**src/rtl/det_event_monitor.sv**
```systemverilog
// det_event_monitor: counts detector matches and queues inter-match gaps in a FWFT FIFO.
module det_event_monitor #(
    parameter int CNT_W = 8,
    parameter int GAP_W = 8,
    parameter int DEPTH = 4
) (
    input  logic                       clk,
    input  logic                       rst,
    input  logic                       z_in,
    input  logic                       clr,
    input  logic                       rd_en,
    output logic [CNT_W-1:0]           match_cnt,
    output logic [GAP_W-1:0]           gap_dout,
    output logic                       gap_valid,
    output logic                       fifo_full,
    output logic [$clog2(DEPTH):0]     level,
    output logic                       overflow
);
    localparam int AW = $clog2(DEPTH);
    localparam int LW = AW + 1;
    localparam logic [LW-1:0] FULL_LVL = LW'(DEPTH);
    logic [GAP_W-1:0] mem [DEPTH];
    logic [GAP_W-1:0] t, gap;
    logic [AW-1:0] wr_ptr, rd_ptr;
    logic pop, wr;
    // gap doubles as the saturating timer increment
    assign gap = (t == '1) ? t : t + 1'b1;
    assign gap_valid = level != '0;
    assign fifo_full = level == FULL_LVL;
    assign pop = rd_en && gap_valid;
    assign wr = z_in && (!fifo_full || pop);
    assign gap_dout = gap_valid ? mem[rd_ptr] : '0;
    always_ff @(posedge clk) begin
        if (rst || clr) begin
            t         <= '0;
            match_cnt <= '0;
            wr_ptr    <= '0;
            rd_ptr    <= '0;
            level     <= '0;
            overflow  <= 1'b0;
        end else begin
            t         <= z_in ? '0 : gap;
            match_cnt <= (z_in && match_cnt != '1) ? match_cnt + 1'b1 : match_cnt;
            if (wr) wr_ptr <= wr_ptr + 1'b1;
            if (pop) rd_ptr <= rd_ptr + 1'b1;
            level     <= level + LW'(wr) - LW'(pop);
            if (z_in && fifo_full && !pop) overflow <= 1'b1;
        end
    end
    always_ff @(posedge clk) begin
        if (!rst && !clr && wr) mem[wr_ptr] <= gap;
    end
endmodule

```
**config.mk**
```make
export PLATFORM = sky130hd
export DESIGN_NAME = det_event_monitor
export DESIGN_NICKNAME = d
export VERILOG_FILES = /design/src/rtl/det_event_monitor.sv
export SDC_FILE = /design/constraint.sdc
export NUM_CORES = 1
export LEC_CHECK = 0
export ABC_CLOCK_PERIOD_IN_PS = 6200
export BUFFER_PORTS_ARGS = -buffer_cell sky130_fd_sc_hd__buf_4
export CORE_ASPECT_RATIO = 1.4
export CORE_MARGIN = 2
export CORE_UTILIZATION = 65
export CTS_BUF_LIST = sky130_fd_sc_hd__clkbuf_8
export DETAILED_ROUTE_END_ITERATION = 8
export GPL_TIMING_DRIVEN = 0
export HOLD_SLACK_MARGIN = 0.08
export PLACE_DENSITY_LB_ADDON = 0.05
export SLEW_MARGIN = 20
export SYNTH_ARGS = -nofsm -noshare
export SYNTH_HDL_FRONTEND = slang
export SYNTH_SLANG_ARGS = --single-unit
```
**constraint.sdc**
```tcl
create_clock -name clk -period 6.2 [get_ports clk]
set_clock_uncertainty 0.05 [all_clocks]
set_input_delay 0.62 -clock clk [delete_from_list [all_inputs] [get_ports clk]]
set_output_delay 0.62 -clock clk [all_outputs]
set_load 0.005 [all_outputs]
```
# After elaboration in Yosys (flattened, before gate mapping)
# Memory sizes are Yosys's and may differ from the RTL's. A register that Yosys moved wholly into a read port is not among the register bits.
# Cells that the tools add are included.
[word_totals] register_bits=24 ramBits=32 in_bits=5 output_inout_bits=22 wordCells=37 mem_count=1
[memory_table] memory="mem" depth=4 width=8 rd=1 rd_ports_with_merged_regs=1 write_ports=1 line_no="22" source="logic [GAP_W-1:0] mem [DEPTH];"
[classes] addsub=6 n_eq_ne=3 n_mux=6 reduce_logical=15
[op_table] op="8-bit by 1-bit adder with 8-bit output, second input constant" count=2
[op_table] op="8-bit 2-to-1 mux" count=2
[op_table] op="8-bit == test, second input constant" count=1
[op_table] op="8-bit inequality test, second input constant" count=1
[op_table] op="1-bit logical AND" count=7
[op_table] op="2-bit by 1-bit adder with 2-bit output, second input constant" count=2
[op_table] op="1-bit logical NOT" count=4
[op_table] op="2-bit 2-to-1 mux" count=2
[op_table] op="3-bit by 1-bit adder with 3-bit output" count=1
[op_table] op="3-bit == test, second input constant" count=1
[op_table] op="3-bit nonzero test" count=1
[op_table] op="3-bit by 1-bit subtractor with 3-bit output" count=1
[op_table] op="1-bit logical OR" count=2
[op_table] op="1-bit 2-to-1 mux" count=2
[op_table] op="2-bit OR reduction" count=1

# Logic depth before layout (Yosys ltp)
[depth] ltp_word=7 ltp_mapped=10 ltp_nobuf=9

# Least setup slack after synthesis
# Ideal clock, no wire load.
[synth_path] path_kind="input to register" start="input z_in" end="register level[2]" setup_ns=0.078 arrival_time_ns=2.187 t_required_ns=6.072 path_slack_ns=3.885 stages=10 n_path_buf=1 path_cell_list="buf_2 inv_1 nor2_1 a21o_1 ha_1 inv_1 fa_1 xor2_1 and2_1 nor3_1"
[synth_between] elab_chain_cells=3
[synth_lines] item="start: declaration" line_no="9" source="input logic z_in,"
[synth_lines] item="1-bit logical AND" line_no="31" source="assign wr = z_in && (!fifo_full || pop);"
[synth_lines] item="3-bit by 1-bit adder with 3-bit output" line_no="46" source="level <= level + LW'(wr) - LW'(pop);"
[synth_lines] item="3-bit by 1-bit subtractor with 3-bit output" line_no="46"
[synth_lines] item="end signal: assignment" line_no="46"
[synth_lines] item="end: declaration" line_no="16" source="output logic [$clog2(DEPTH):0] level,"
# No other way between the ends.
# A chain may end at the register's enable or synchronous reset.

# Final worst setup path
[layout_path] start="register level[1]" end="output gap_dout[7]"
[layout_between] elab_chain_cells=2
[layout_lines] item="3-bit nonzero test" line_no="28" source="assign gap_valid = level != '0;"
[layout_lines] item="8-bit 2-to-1 mux" line_no="32" source="assign gap_dout = gap_valid ? mem[rd_ptr] : '0;"
[layout_lines] item="end: declaration" line_no="13" source="output logic [GAP_W-1:0] gap_dout,"
# No other way between the ends.

==> metrics.yaml <==
run_status:
  status: "finished clean"
clock_network:
  cts_htree_levels: 3
  clkTransAtPathRegs_ns: 0.06
  cts_resized: 0
  cts_hold_buf: 0
  post_cts_buffers: 0
  clockRootBuffer: "clkbuf_8"
  clock-sinks: 58
  cts_max_path_buffers: 2
  clk_latency_ns: 0.33
  cts_tree: "built"
  cts_buffers: 9
synth:
  synth_top_area_share_pct: 36.7
  yosysWarnings: 0
  synth-main-ff-cell: "edfxtp_1"
  synth_area_leaders: "edfxtp_1 37%, dfxtp_1 20%, mux4_2 6.9%, ha_1 3.3%, and3_1 1.9%"
  yosysTopAreaCell: "edfxtp_1"
  seq_area_frac_synth_pct: 56.6
  yosys_register_bits: 58
  synth-edff-count: 32
  yosysUniqueCellTypes: 50
  synth_fp_nets: 221
  async_flop_share_pct: 0
  synth.avg_cell_area_um2: 12.6
  netlist_instances: 208
  syn_area_um2: 2620
critical_path:
  required_ns: 5.53
  cpLargestDelayFamily: "simple AND/OR/NAND/NOR gates"
  critPathMaxStageDelay_ns: 0.64
  reg2reg_from: "level[1]$_SDFF_PP0_"
  r2r_cells: 9
  cp-start-kind: "register"
  critPathArrivalTime_ns: 1.79
  cp_cell_sequence: "nor3_1 > and2b_1 > buf_4"
  path_class: "register to primary output"
  timing.critical_path.from: "level[1]$_SDFF_PP0_"
  worst_path_max_delay_cell: "nor3_1"
  worst_setup_path_end_kind: "primary output"
  reg2reg_slack_ns: 3.88
  r2r_end: "level[2]$_SDFF_PP0_"
  path_buf_inv: 1
  critPathMaxFanout: 9
global_route:
  grt_pass1_wl_mm: 7.98
  antenna_found_initial: 0
  gr-total-overflow: 0
  busiest_layer: "met2"
  grt_max_degree: 11
  track_usage_pct: 23.9
  first_global_vias: 1746
  grt_use_met1_pct: 27.5
  grt_util_met3_pct: 6.68
  use_met2_pct: 40.1
die:
  die_height_um: 79.1
  rows: 27
  initial_core_util_pct: 67.4
  core_area_um2: 3880
  fp.dieW_um: 57.6
  die-area_um2: 4560
  ioPinCount: 27
route:
  drc: 0
  final_antenna_net_count: 0
  via_per_inst: 6.06
  firstDrtPassIters: 4
  drtIter0Drc: 86
  wl_per_cell_um: 17.1
  vias: 1776
  wirelength_mm: 5.00
finish:
  nets: 258
  seq_area_um2: 1480
  syn_to_final_growth_pct: 16.3
  final_common_cell: "edfxtp_1"
  multi_input_area_um2: 1070
  fin_area_um2: 3050
  drive_gt1_share_pct: 23.6
  nFillCells: 241
  layout_common_cells: "32 x edfxtp_1, 28 x buf_4, 26 x dfxtp_1, 11 x nor2_1, 11 x nand2_1"
  final_util_pct: 78.4
  insertedDiodeCount: 0
sta:
  slew_viol_final: 0
  tightest_slew_ns: 0.763
  finalSetupViolations: 0
  period_share_pct: 39.7
  final-hold-violation-count: 0
  max_freq_mhz: 406
  slew_headroom_pct: 48.8
  setup_tns_ns: 0
  min_period_ns: 2.46
  rsz0062_at_grt: "false"
power_and_ir_drop:
  p_per_area_nw_per_um2: 254
  p_total_w: 0.000775
  vdd.ir_drop.worst_v: 0.000203
  power.leakage_nw: 1.20
worst_hold_path:
  hold_path_depth: 2
  hold_class: "register to register"
  hold_start: "overflow$_SDFFE_PP0P_"
  hold_end: "overflow$_SDFFE_PP0P_"
placed_design:
  post-dp-hpwl_mm: 3.62
  placed_cell_area_um2: 2870
  port-buffer-count: 26
  routabilityCongestion: 0.796
flow_run:
  cap_violations: 0
==> worst register-to-register path, cell delays in order (launching register included) <==
cell and delay, ns:
dfxtp_1 0.56, nor4b_2 0.13, nor2_1 0.33, a21o_1 0.18
ha_1 0.13, inv_1 0.05, fa_1 0.38, xor2_1 0.16
and2_1 0.17, nor3_1 0.11
==> worst max-delay path by stage <==
stage	endpoint	depth (start not counted)
6_report	gap_dout[7]	3
5_1_grt	gap_dout[7]	3
4_1_cts	gap_dout[7]	3
3_5_place_dp	level[2]$_SDFF_PP0_	11
3_3_place_gp	level[2]$_SDFF_PP0_	11
2_1_floorplan	level[2]$_SDFF_PP0_	10
==> metal layers <==
| layer | wire length (um) | share of wire, % | up-vias |
|---|---|---|---|
| met5 | 0 | 0 | - |
| met4 | 107 | 2.1 | 0 |
| met3 | 242 | 4.8 | 11 |
| met2 | 2650 | 53 | 52 |
| met1 | 2000 | 40 | 852 |
| li1 | - | - | 861 |
==> per-stage QoR <==
stage | hold slack [ns] | instances | setup WS, ns
final | 0.422 | 293 | 3.74
after global routing | 0.464 | 293 | 3.57
after CTS | 0.426 | 293 | 3.68
after detailed placement | 0.412 | 277 | 3.53
after global placement | 0.406 | 277 | 3.63
after floorplan | 0.410 | 208 | 3.89
==> state kept, by name (all words and copies together) (netlist names), named ones only <==
signal and count:
mem 32, match_cnt 8, t 8, level 3
rd_ptr 2, wr_ptr 2, overflow 1
==> Yosys cell counts (all sizes together), types with 2 or more instances <==
| library cell | instances |
|---|---|
| and2b | 6 |
| nand4 | 5 |
| dfxtp | 26 |
| nand2 | 12 |
| ha | 7 |
| a21boi | 2 |
| a31oi | 2 |
| nor3 | 6 |
| and3 | 8 |
| nor2b | 3 |
| a311oi | 2 |
| edfxtp | 32 |
| a211oi | 2 |
| mux2i | 5 |
| nor2 | 11 |
| inv | 7 |
| xor2 | 4 |
| nand3 | 9 |
| o31ai | 2 |
| buf | 4 |
| o21ai | 5 |
| and2 | 3 |
| mux4 | 8 |
| clkbuf | 3 |
| or3 | 4 |
| a21oi | 12 |
| and4 | 3 |
==> layout make-up <==
class	instances	share of cell area [%]
Clock inverter	7	1.77
Timing Repair Buffer	26	6.41
Clock buffer	9	4.07
Sequential cell	58	48.6
Buffer	7	1.19
Multi-Input combinational cell	136	35.3
Tap cell	43	1.77
Inverter	7	0.863
==> power by group <==
group | internal, W | leakage (nW) | switching (W)
Combinational | 0.0000236 | 0.587 | 0.0000230
Sequential | 0.000407 | 0.512 | 0.00000476
Clock | 0.000178 | 0.102 | 0.000139
Total | 0.000608 | 1.20 | 0.000167
==> cell families after synthesis <==
| logic type | share of synthesized area (%) |
|---|---|
| mux | 8.79 |
| simple gates | 16.9 |
| buf+inv | 2.39 |
| compound gates | 9.89 |
| xor+xnor | 1.34 |
| fa+ha+maj | 4.11 |
| flops | 56.6 |
Power figures use the tool's default switching activity.
